==> src/rtl/wb_master_pkg.sv <==
// wb_master_pkg
// Shared definitions for the single-outstanding Wishbone classic master:
// controller state encoding, default bus geometry and timeout, and the
// command record (we/sel/adr/dat) at the default bus widths.
// No ports (package).
package wb_master_pkg;

  localparam int unsigned WB_AW      = 32;
  localparam int unsigned WB_DW      = 32;
  localparam int unsigned WB_TIMEOUT = 255;

  typedef enum logic [1:0] {
    IDLE = 2'd0,
    BUS  = 2'd1,
    RESP = 2'd2
  } wb_state_e;

  // Command record at the default widths; other initiators can use it
  // directly when they run at the default geometry.
  typedef struct packed {
    logic                   we;
    logic [WB_DW/8-1:0]     sel;
    logic [WB_AW-1:0]       adr;
    logic [WB_DW-1:0]       dat;
  } wb_cmd_t;

endpackage

==> src/rtl/wb_timeout_ctr.sv <==
// wb_timeout_ctr
// Saturating cycle counter for bus-cycle timeouts.
// Ports:
//   clk    in  rising-edge clock
//   rst_n  in  asynchronous active-low reset
//   clr    in  restart counting from zero (wins over en)
//   en     in  count one more cycle (saturates at all-ones)
//   expire out registered; high while the count equals LIMIT-1.
//              Never asserts when LIMIT is 0 (timeout disabled).
module wb_timeout_ctr #(
  parameter int unsigned LIMIT = 255
) (
  input  logic clk,
  input  logic rst_n,
  input  logic clr,
  input  logic en,
  output logic expire
);

  // A zero LIMIT still needs a legal 1-bit counter.
  localparam int unsigned CW = (LIMIT > 32'd0) ? $clog2(LIMIT + 32'd1) : 1;

  logic [CW-1:0] count_r;
  logic [CW-1:0] count_s;
  logic          expire_r;
  logic          expire_s;

  // Next count and the expire flag it implies, so expire comes from a flop.
  always_comb begin
    count_s  = count_r;
    expire_s = 1'b0;
    if (clr) begin
      count_s = {CW{1'b0}};
    end else if (en && (count_r != {CW{1'b1}})) begin
      count_s = count_r + CW'(1'b1);
    end else begin
      count_s = count_r;
    end
    expire_s = (LIMIT != 32'd0) && (count_s == CW'(LIMIT - 32'd1));
  end

  // Counter and expire registers.
  always_ff @(posedge clk or negedge rst_n) begin
    if (!rst_n) begin
      count_r  <= {CW{1'b0}};
      expire_r <= 1'b0;
    end else begin
      count_r  <= count_s;
      expire_r <= expire_s;
    end
  end

  assign expire = expire_r;

endmodule

==> src/rtl/wb_master_seq.sv <==
// wb_master_seq
// Single-outstanding Wishbone classic master. Accepts one command on a
// valid/ready stream, runs one bus cycle, and returns read data or a timeout
// error on a valid/ready response stream. All outputs come from flops.
// DW must be a multiple of 8.
// Ports:
//   wb_clk_i, wb_rst_ni            clock, async active-low reset
//   cmd_valid_i/cmd_ready_o         command handshake
//   cmd_we_i/sel_i/adr_i/dat_i      command fields
//   rsp_valid_o/rsp_ready_i         response handshake
//   rsp_dat_o, rsp_err_o            read data (0 for writes/errors), timeout flag
//   wbm_cyc_o/stb_o/we_o/sel_o/adr_o/dat_o  Wishbone master outputs
//   wbm_ack_i, wbm_dat_i            Wishbone slave acknowledge and read data
module wb_master_seq
  import wb_master_pkg::*;
#(
  parameter int unsigned AW      = WB_AW,
  parameter int unsigned DW      = WB_DW,
  parameter int unsigned TIMEOUT = WB_TIMEOUT
) (
  input  logic            wb_clk_i,
  input  logic            wb_rst_ni,
  input  logic            cmd_valid_i,
  output logic            cmd_ready_o,
  input  logic            cmd_we_i,
  input  logic [DW/8-1:0] cmd_sel_i,
  input  logic [AW-1:0]   cmd_adr_i,
  input  logic [DW-1:0]   cmd_dat_i,
  output logic            rsp_valid_o,
  input  logic            rsp_ready_i,
  output logic [DW-1:0]   rsp_dat_o,
  output logic            rsp_err_o,
  output logic            wbm_cyc_o,
  output logic            wbm_stb_o,
  output logic            wbm_we_o,
  output logic [DW/8-1:0] wbm_sel_o,
  output logic [AW-1:0]   wbm_adr_o,
  output logic [DW-1:0]   wbm_dat_o,
  input  logic            wbm_ack_i,
  input  logic [DW-1:0]   wbm_dat_i
);

  localparam int unsigned SW    = DW / 8;
  localparam int unsigned CMD_W = 1 + SW + AW + DW;

  // Same shape as wb_cmd_t, sized by this instance's parameters.
  typedef struct packed {
    logic          we;
    logic [SW-1:0] sel;
    logic [AW-1:0] adr;
    logic [DW-1:0] dat;
  } cmd_t;

  wb_state_e     state_r;
  wb_state_e     state_s;
  cmd_t          cmd_r;
  cmd_t          cmd_s;
  logic [DW-1:0] rsp_dat_r;
  logic [DW-1:0] rsp_dat_s;
  logic          rsp_err_r;
  logic          rsp_err_s;
  logic          cyc_r;
  logic          cyc_s;
  logic          cmd_ready_r;
  logic          cmd_ready_s;
  logic          rsp_valid_r;
  logic          rsp_valid_s;
  logic          ctr_clr_s;
  logic          ctr_en_s;
  logic          ctr_expire_s;

  wb_timeout_ctr #(
    .LIMIT (TIMEOUT)
  ) u_timeout_ctr (
    .clk    (wb_clk_i),
    .rst_n  (wb_rst_ni),
    .clr    (ctr_clr_s),
    .en     (ctr_en_s),
    .expire (ctr_expire_s)
  );

  // Next-state logic; the handshake outputs are decoded from the next state
  // so they can be registered without adding a cycle of latency.
  always_comb begin
    state_s   = state_r;
    cmd_s     = cmd_r;
    rsp_dat_s = rsp_dat_r;
    rsp_err_s = rsp_err_r;
    ctr_clr_s = 1'b0;
    ctr_en_s  = 1'b0;
    case (state_r)
      IDLE: begin
        if (cmd_valid_i && cmd_ready_r) begin
          cmd_s.we  = cmd_we_i;
          cmd_s.sel = cmd_sel_i;
          cmd_s.adr = cmd_adr_i;
          cmd_s.dat = cmd_dat_i;
          ctr_clr_s = 1'b1;
          state_s   = BUS;
        end else begin
          state_s = IDLE;
        end
      end
      BUS: begin
        // Ack beats an expiring counter in the same cycle.
        if (wbm_ack_i) begin
          rsp_dat_s = cmd_r.we ? {DW{1'b0}} : wbm_dat_i;
          rsp_err_s = 1'b0;
          state_s   = RESP;
        end else if (ctr_expire_s) begin
          rsp_dat_s = {DW{1'b0}};
          rsp_err_s = 1'b1;
          state_s   = RESP;
        end else begin
          ctr_en_s = 1'b1;
          state_s  = BUS;
        end
      end
      RESP: begin
        if (rsp_ready_i && rsp_valid_r) begin
          rsp_dat_s = {DW{1'b0}};
          rsp_err_s = 1'b0;
          state_s   = IDLE;
        end else begin
          state_s = RESP;
        end
      end
      default: begin
        state_s = IDLE;
      end
    endcase
    cyc_s       = (state_s == BUS);
    cmd_ready_s = (state_s == IDLE);
    rsp_valid_s = (state_s == RESP);
  end

  // State, command and response registers.
  always_ff @(posedge wb_clk_i or negedge wb_rst_ni) begin
    if (!wb_rst_ni) begin
      state_r     <= IDLE;
      cmd_r       <= cmd_t'({CMD_W{1'b0}});
      rsp_dat_r   <= {DW{1'b0}};
      rsp_err_r   <= 1'b0;
      cyc_r       <= 1'b0;
      cmd_ready_r <= 1'b1;
      rsp_valid_r <= 1'b0;
    end else begin
      state_r     <= state_s;
      cmd_r       <= cmd_s;
      rsp_dat_r   <= rsp_dat_s;
      rsp_err_r   <= rsp_err_s;
      cyc_r       <= cyc_s;
      cmd_ready_r <= cmd_ready_s;
      rsp_valid_r <= rsp_valid_s;
    end
  end

  assign cmd_ready_o = cmd_ready_r;
  assign rsp_valid_o = rsp_valid_r;
  assign rsp_dat_o   = rsp_dat_r;
  assign rsp_err_o   = rsp_err_r;
  assign wbm_cyc_o   = cyc_r;
  assign wbm_stb_o   = cyc_r;
  assign wbm_we_o    = cmd_r.we;
  assign wbm_sel_o   = cmd_r.sel;
  assign wbm_adr_o   = cmd_r.adr;
  assign wbm_dat_o   = cmd_r.dat;

endmodule

==> config.mk <==
export PLATFORM = sky130hd
export DESIGN_NAME = wb_master_seq
export DESIGN_NICKNAME = d
export VERILOG_FILES = /design/src/rtl/wb_master_pkg.sv /design/src/rtl/wb_timeout_ctr.sv /design/src/rtl/wb_master_seq.sv
export SDC_FILE = /design/constraint.sdc
export NUM_CORES = 1
export LEC_CHECK = 0
export BUFFER_PORTS_ARGS = -buffer_cell sky130_fd_sc_hd__buf_2
export CORE_MARGIN = 2
export CORE_UTILIZATION = 47
export CTS_CLUSTER_SIZE = 14
export DETAILED_ROUTE_END_ITERATION = 8
export PLACE_DENSITY = 0.8
export SETUP_SLACK_MARGIN = 0.4
export SLEW_MARGIN = 20
export SYNTH_ARGS = -nofsm -noshare
export SYNTH_HDL_FRONTEND = slang
export SYNTH_SLANG_ARGS = --single-unit
==> constraint.sdc <==
create_clock -name wb_clk_i -period 2.3 [get_ports wb_clk_i]
set_input_delay 0.115 -clock wb_clk_i [delete_from_list [all_inputs] [get_ports wb_clk_i]]
set_output_delay 0.115 -clock wb_clk_i [all_outputs]
set_load 0.02 [all_outputs]
======== Yosys cells after proc, flatten, opt, wreduce, memory -nomap -nowiden ========
Index checks and enable logic that the tools add are counted.
W data, S select, Z words.
cells by class
  add/sub/neg operators ................... 1
  equal/unequal tests ..................... 8
  muxes and demuxes ....................... 21
  reductions and logical operators ........ 8
operators with widths
  kind                   count
  $mux W32               4
  $pmux W32 S2           1
  $mux W8                2
  $mux W1                9
  $add A8 B1 Y8 const B  1
  $eq A8 B8 Y1 const B   1
  $ne A8 B8 Y1 const B   1
  $mux W2                3
  $pmux W2 S3            1
  $eq A2 B1 Y1 const B   2
  $eq A2 B2 Y1 const B   2
  $logic_not A2 Y1       2
  $logic_and A1 B1 Y1    3
  $ne A3 B2 Y1 const B   1
  $reduce_and A3 Y1      1
  $ne A2 B2 Y1 const B   1
  $pmux W1 S2            1
  $reduce_and A2 Y1      1
  $reduce_bool A2 Y1     1
word-level totals
  bits in registers ....................... 116
  input port bits ......................... 106
  output and inout port bits .............. 106
  word-level logic and storage cells ...... 50

======== Logic depth before layout (Yosys ltp) ========
  depth in word-level cells ............... 7
  mapped depth ............................ 6
  depth with buffers taken out ............ 6

======== Modules after synthesis ========
A second synthesis with hierarchy kept.
unflattened totals
  cells, all modules ...................... 335
  area total of the unflattened synthesis .. 4921.0 µm²
modules (own cells, without submodules)
  module          instances  cells an instance  area each (µm²)  seq. area each (µm²)
  wb_master_seq   1          281                4367.9           2678.8
  wb_timeout_ctr  1          54                 553.0            225.2

======== Worst setup path before layout ========
OpenSTA, ideal clock, no wires.
  path kind ............................... register to register
  from .................................... reg cmd_ready_r (netlist: cmd_ready_o)
  to ...................................... reg cmd_r (netlist bit wbm_dat_o[14])
  setup time .............................. 0.125 ns
  arrival ................................. 1.857 ns
  data required time ...................... 2.175 ns
  setup slack ............................. 0.318 ns
  cell stages (with the launch flop) ...... 6
  buffers on the path ..................... 2
  clock period less this slack ............ 1.982 ns
  path through ............................ dfstp_2 > nand2_1 > nor3_1 > buf_2 > buf_2 > mux2_2
between the ends
  longest elaborated chain between the ends .. 2
ends and longest elaborated chain
  item                         RTL line              text
  start, declared              wb_master_seq.sv:64   logic cmd_ready_r;
  start signal, assigned       wb_master_seq.sv:153  cmd_ready_r <= cmd_ready_s;
  $logic_and A1 B1 Y1          wb_master_seq.sv:93   if (cmd_valid_i && cmd_ready_r) begin
  $reduce_and A2 Y1 (no line)  n/a
  end signal, assigned         wb_master_seq.sv:141  cmd_r <= cmd_t'({CMD_W{1'b0}});
  end signal, assigned         wb_master_seq.sv:149  cmd_r <= cmd_s;
  end, declared                wb_master_seq.sv:56   cmd_t cmd_r;
Every way passes these cells.
A chain may end at the register's enable or synchronous reset.

======== Worst setup path after layout ========
  from .................................... reg state_r[1]
  to ...................................... reg u_timeout_ctr.expire_r (netlist: u_timeout_ctr.expire)
between the ends
  longest elaborated chain between the ends .. 6
  elaborated cells between the ends (all ways) .. 8
  classes of those cells .................. 2 x eq/ne; 4 x mux; 2 x reduce/logical
ends and longest elaborated chain
  item                        RTL line              text
  start, declared             wb_master_seq.sv:54   wb_state_e state_r;
  start signal, assigned      wb_master_seq.sv:148  state_r <= state_s;
  $eq A2 B1 Y1                wb_master_seq.sv:91   case (state_r)
  $mux W1                     wb_master_seq.sv:91
  $logic_and A1 B1 Y1         wb_timeout_ctr.sv:34  end else if (en && (count_r != {CW{1'b1}})) begin
  $mux W8                     wb_timeout_ctr.sv:34
  $mux W8 (*)                 wb_timeout_ctr.sv:32  if (clr) begin
  $eq A8 B8 Y1 (*)            wb_timeout_ctr.sv:39  expire_s = (LIMIT != 32'd0) && (count_s == CW'(LIMIT - 32'd1));
  via u_timeout_ctr.expire_s  wb_timeout_ctr.sv:26  logic expire_s;
  end signal, assigned        wb_timeout_ctr.sv:49  expire_r <= expire_s;
  end, declared               wb_timeout_ctr.sv:25  logic expire_r;
The timed path passes the listed nets; every way through them passes the cells marked *.

==> impl_metrics.sql <==
INSERT INTO impl_metrics (metric_group, metric, value, unit) VALUES
('status', 'result_of_the_run', 'complete, no violations', ''),
('clock_network', 'cts_sinks', '116', ''),
('sta', 'hold_violation_count_in_the_final_report', '0', ''),
('worst_setup_path', 'crit_fanout', '5', ''),
('synth', 'yosys_warnings', '0', ''),
('sta', 'final_count_of_negative_setup_slack_endpoints', '0', ''),
('grt', 'number_of_global_route_vias_before_repair', '4302', ''),
('worst_setup_path', 'setup.worst_path.class', 'flop to flop', ''),
('synth', 'netlist-cell-type-count', '36', ''),
('sta', 'setup-tns-final', '0', 'ns'),
('grt', 'number_of_antenna_violations_at_the_first_check_in_global_routing', '0', ''),
('grt', 'global_route.usage.total', '0.263', ''),
('clock_network', 'cts.clk_slew.worst_paths', '0.05', 'ns'),
('clock_network', 'cts_made_buffers', '17', ''),
('clock_network', 'insertion_delay', '0.50', 'ns'),
('sta', 'worst_slew_margin_rel', '0.484', ''),
('placement', 'placed_cells', '694', ''),
('sta', 'maxClockFrequency', '549', 'MHz'),
('worst_setup_path', 'rrSetupSlack', '0.48', 'ns'),
('pwr', 'power.ir.vdd_worst', '895', 'uV'),
('route', 'detailedRoute.firstPassIterationCount', '4', ''),
('placement', 'globalplace.congestion', '0.900', ''),
('route', 'num_vias', '4208', ''),
('route', 'post-route-drc-count', '0', ''),
('grt', 'grt_first_pass_wirelength', '21000', 'um'),
('route', 'average_wire_per_cell_in_the_routed_design', '17.0', 'um'),
('synth', 'postSynthAreaPerCell', '12.7', 'um2'),
('synth', 'synthesis.instances', '362', ''),
('sta', 'worst_slew_pin_tran', '0.771', 'ns'),
('placement', 'hpwl', '7400', 'um'),
('floorplanning', 'initial_utilization', '0.477', ''),
('floorplanning', 'fp.dieArea', '0.0105', 'mm2'),
('synth', 'flip_flop_and_latch_count_after_synthesis', '116', ''),
('min_path', 'hold_class', 'input port to flop', ''),
('worst_setup_path', 'critical_path_required', '2.69', 'ns'),
('sta', 'grt_setup_unrepaired', 'true', ''),
('placement', 'portBuffers', '211', ''),
('synth', 'synth_sequential_area_ratio', '0.634', ''),
('sta', 'fin_crit', '1.82', 'ns'),
('grt', 'largest_net_degree_at_the_start_of_global_routing', '54', ''),
('pwr', 'power.leakage', '3.77', 'nW'),
('clock_network', 'cts_root_buf', 'sky130_fd_sc_hd__clkbuf_8', ''),
('pwr', 'p_per_area', '1370', 'mW/mm2'),
('synth', 'netlist_area', '0.00458', 'mm2'),
('sta', 'finClkSkew', '0.00890', 'ns'),
('finish', 'finalNonFillerCells', '829', ''),
('route', 'totalWireLength', '14100', 'um'),
('floorplanning', 'ioPinCount', '212', ''),
('synth', 'synth_nets', '469', ''),
('floorplanning', 'rows', '36', ''),
('clock_network', 'h-tree-depth', '4', ''),
('route', 'dr.first_iter.drc_count', '147', ''),
('finish', 'area.growth.synth_to_final', '62.7', '%'),
('route', 'vias_per_cell', '5.08', ''),
('grt', 'grt_overflow_total', '0', ''),
('floorplanning', 'floorplan.core_area', '0.00959', 'mm2'),
('floorplanning', 'die_w', '103', 'um'),
('sta', 'finalMaxSlewViolations', '0', ''),
('flow_run', 'cap_violations', '0', ''),
('worst_setup_path', 'launching_element_type_of_the_critical_path', 'flop', ''),
('clock_network', 'cts_max_path_buffers', '2', ''),
('route', 'route.antenna.remaining_nets', '0', ''),
('clock_network', 'cts_tree', 'yes', ''),
('worst_setup_path', 'cp_data_arrival_time', '2.21', 'ns'),
('sta', 'post-route-period-util', '0.791', ''),
('finish', 'nNetsFinal', '791', ''),
('finish', 'diodes_inserted', '0', ''),
('worst_setup_path', 'worstSetupEndpointType', 'flop', ''),
('finish', 'post_route_cells_drive_above_1_share', '0.471', ''),
('floorplanning', 'fp.dieH', '103', 'um');
==> synth_stat cells <==
cell type | number | area share
sky130_fd_sc_hd__dfstp_2 | 1 | 0.0057
sky130_fd_sc_hd__o21ai_0 | 2 | 0.0022
sky130_fd_sc_hd__xor2_1 | 3 | 0.0057
sky130_fd_sc_hd__and3b_1 | 1 | 0.0019
sky130_fd_sc_hd__nor4b_1 | 1 | 0.0019
sky130_fd_sc_hd__o21ai_1 | 1 | 0.0011
sky130_fd_sc_hd__nor2_1 | 9 | 0.0074
sky130_fd_sc_hd__o21a_1 | 1 | 0.0016
sky130_fd_sc_hd__nor2_2 | 1 | 0.0014
sky130_fd_sc_hd__buf_2 | 3 | 0.0033
sky130_fd_sc_hd__and3_1 | 3 | 0.0041
sky130_fd_sc_hd__xnor2_1 | 2 | 0.0038
sky130_fd_sc_hd__ha_1 | 1 | 0.0027
sky130_fd_sc_hd__o21bai_1 | 1 | 0.0016
sky130_fd_sc_hd__a41o_1 | 2 | 0.0044
sky130_fd_sc_hd__inv_1 | 1 | 0.00082
sky130_fd_sc_hd__a22o_1 | 1 | 0.0019
sky130_fd_sc_hd__o2111ai_1 | 1 | 0.0019
sky130_fd_sc_hd__or4b_4 | 1 | 0.0030
sky130_fd_sc_hd__nor3_1 | 2 | 0.0022
sky130_fd_sc_hd__nand3_1 | 35 | 0.038
sky130_fd_sc_hd__mux2_2 | 69 | 0.17
sky130_fd_sc_hd__mux2i_1 | 3 | 0.0066
sky130_fd_sc_hd__a21oi_1 | 1 | 0.0011
sky130_fd_sc_hd__nand4_1 | 1 | 0.0014
sky130_fd_sc_hd__nand2b_1 | 5 | 0.0068
sky130_fd_sc_hd__o211ai_1 | 1 | 0.0016
sky130_fd_sc_hd__dfrtp_1 | 115 | 0.63
sky130_fd_sc_hd__buf_4 | 1 | 0.0016
sky130_fd_sc_hd__nand2_1 | 70 | 0.057
sky130_fd_sc_hd__nor4_1 | 1 | 0.0014
sky130_fd_sc_hd__and4_1 | 2 | 0.0038
sky130_fd_sc_hd__a31oi_1 | 1 | 0.0014
sky130_fd_sc_hd__clkbuf_1 | 16 | 0.013
sky130_fd_sc_hd__and2_1 | 2 | 0.0027
sky130_fd_sc_hd__a2111oi_4 | 1 | 0.0060
==> state kept, by name, indices dropped and copies added (netlist names) <==
| signal | flops |
|---|---|
| rsp_dat_o | 32 |
| wbm_adr_o | 32 |
| wbm_dat_o | 32 |
| u_timeout_ctr.count_r | 8 |
| wbm_sel_o | 4 |
| state_r | 2 |
| cmd_ready_o | 1 |
| rsp_err_o | 1 |
| rsp_valid_o | 1 |
| u_timeout_ctr.expire | 1 |
| wbm_cyc_o | 1 |
| wbm_we_o | 1 |
==> area by class of cell <==
cell class	instances	area, um2
repair buffers	323	2180
clock buffers	22	473
multi-input cells	225	1620
flip-flops and latches	116	2910
clock inverters	9	103
inverters	1	3.75
well taps	133	166
fillers	570	2140
==> per-layer routing <==
layer / up-vias / part of all wire / wire, um / global-route usage
li1: 1895 / - / - / -
met1: 2037 / 0.36 / 5100 / 0.283
met2: 228 / 0.53 / 7500 / 0.471
met3: 48 / 0.070 / 982 / 0.0834
met4: 0 / 0.035 / 493 / 0.119
met5: - / 0 / 0 / 0
==> stage by stage <==
stage               area (um2)  setup WS [ns]  total power (W)   util  hold WS (ns)
detailed placement        5830          0.417          0.00739  0.608         0.136
global placement          5820          0.391          0.00725  0.607         0.127
finish                    7450          0.480           0.0102  0.777        0.0295
floorplan                 4580          0.468          0.00597      -        -0.181
CTS                       7440          0.403           0.0101  0.775       0.00313
global route              7450          0.399           0.0107  0.777        0.0455
==> cells in the final DEF, fill, tap and decap left out, types with 2 or more instances in the layout <==
| cell | n |
|---|---|
| sky130_fd_sc_hd__and3_1 | 3 |
| sky130_fd_sc_hd__clkinvlp_4 | 3 |
| sky130_fd_sc_hd__o21ai_0 | 2 |
| sky130_fd_sc_hd__clkinv_2 | 4 |
| sky130_fd_sc_hd__mux2i_1 | 3 |
| sky130_fd_sc_hd__nor2_1 | 9 |
| sky130_fd_sc_hd__dfrtp_1 | 114 |
| sky130_fd_sc_hd__xor2_1 | 3 |
| sky130_fd_sc_hd__xnor2_1 | 2 |
| sky130_fd_sc_hd__dlygate4sd3_1 | 103 |
| sky130_fd_sc_hd__nand2_1 | 70 |
| sky130_fd_sc_hd__buf_12 | 2 |
| sky130_fd_sc_hd__clkbuf_8 | 5 |
| sky130_fd_sc_hd__and4_1 | 2 |
| sky130_fd_sc_hd__nand3_1 | 35 |
| sky130_fd_sc_hd__clkbuf_16 | 16 |
| sky130_fd_sc_hd__buf_2 | 210 |
| sky130_fd_sc_hd__mux2_2 | 69 |
| sky130_fd_sc_hd__nand2b_1 | 5 |
| sky130_fd_sc_hd__and2_1 | 2 |
| sky130_fd_sc_hd__bufinv_16 | 2 |
| sky130_fd_sc_hd__buf_4 | 8 |
| sky130_fd_sc_hd__a41o_1 | 2 |
==> critical path, stage by stage (launching register included) <==
cell	delay (ns)
sky130_fd_sc_hd__dfrtp_2	0.42
sky130_fd_sc_hd__or4b_4	0.58
sky130_fd_sc_hd__a41o_1	0.28
sky130_fd_sc_hd__a31oi_1	0.17
sky130_fd_sc_hd__nor4_1	0.07
sky130_fd_sc_hd__and4_1	0.20
==> repair_timing <==
action | CTS | global route
endpoints found under the setup margin | 0 | 1
gates resized for setup | 0 | 3
setup buffers | 0 | 1
hold buffers | 103 | 0
hold endpoints to repair | 141 | 0
==> power breakdown <==
group | total [W] | leakage (nW) | internal, W | switching (W)
combinational | 0.00413 | 2.05 | 0.00166 | 0.00248
clock | 0.00254 | 0.279 | 0.00164 | 0.000903
sequential | 0.00354 | 1.44 | 0.00300 | 0.000536
==> logic make-up after synthesis <==
kind of cell,count (synthesis),synth area share
mux,72,0.176
xor+xnor,5,0.00956
buf+inv,21,0.0189
fa+ha+maj,1,0.00273
flops,116,0.634
simple gates,134,0.134
compound gates,13,0.0249
==> final timing paths <==
kind / to / from / depth (start not counted)
worst max-delay path: u_timeout_ctr.expire / state_r[1] / 5
worst min-delay path: rsp_err_o / wbm_ack_i / 3
worst max register to register: u_timeout_ctr.expire / state_r[1] / 5
worst min register to register: rsp_dat_o[22] / rsp_dat_o[22] / 2
max in group asynchronous: cmd_ready_o / wb_rst_ni / 3
min in group asynchronous: rsp_dat_o[27] / wb_rst_ni / 2
(Power assumes the default switching activity.)
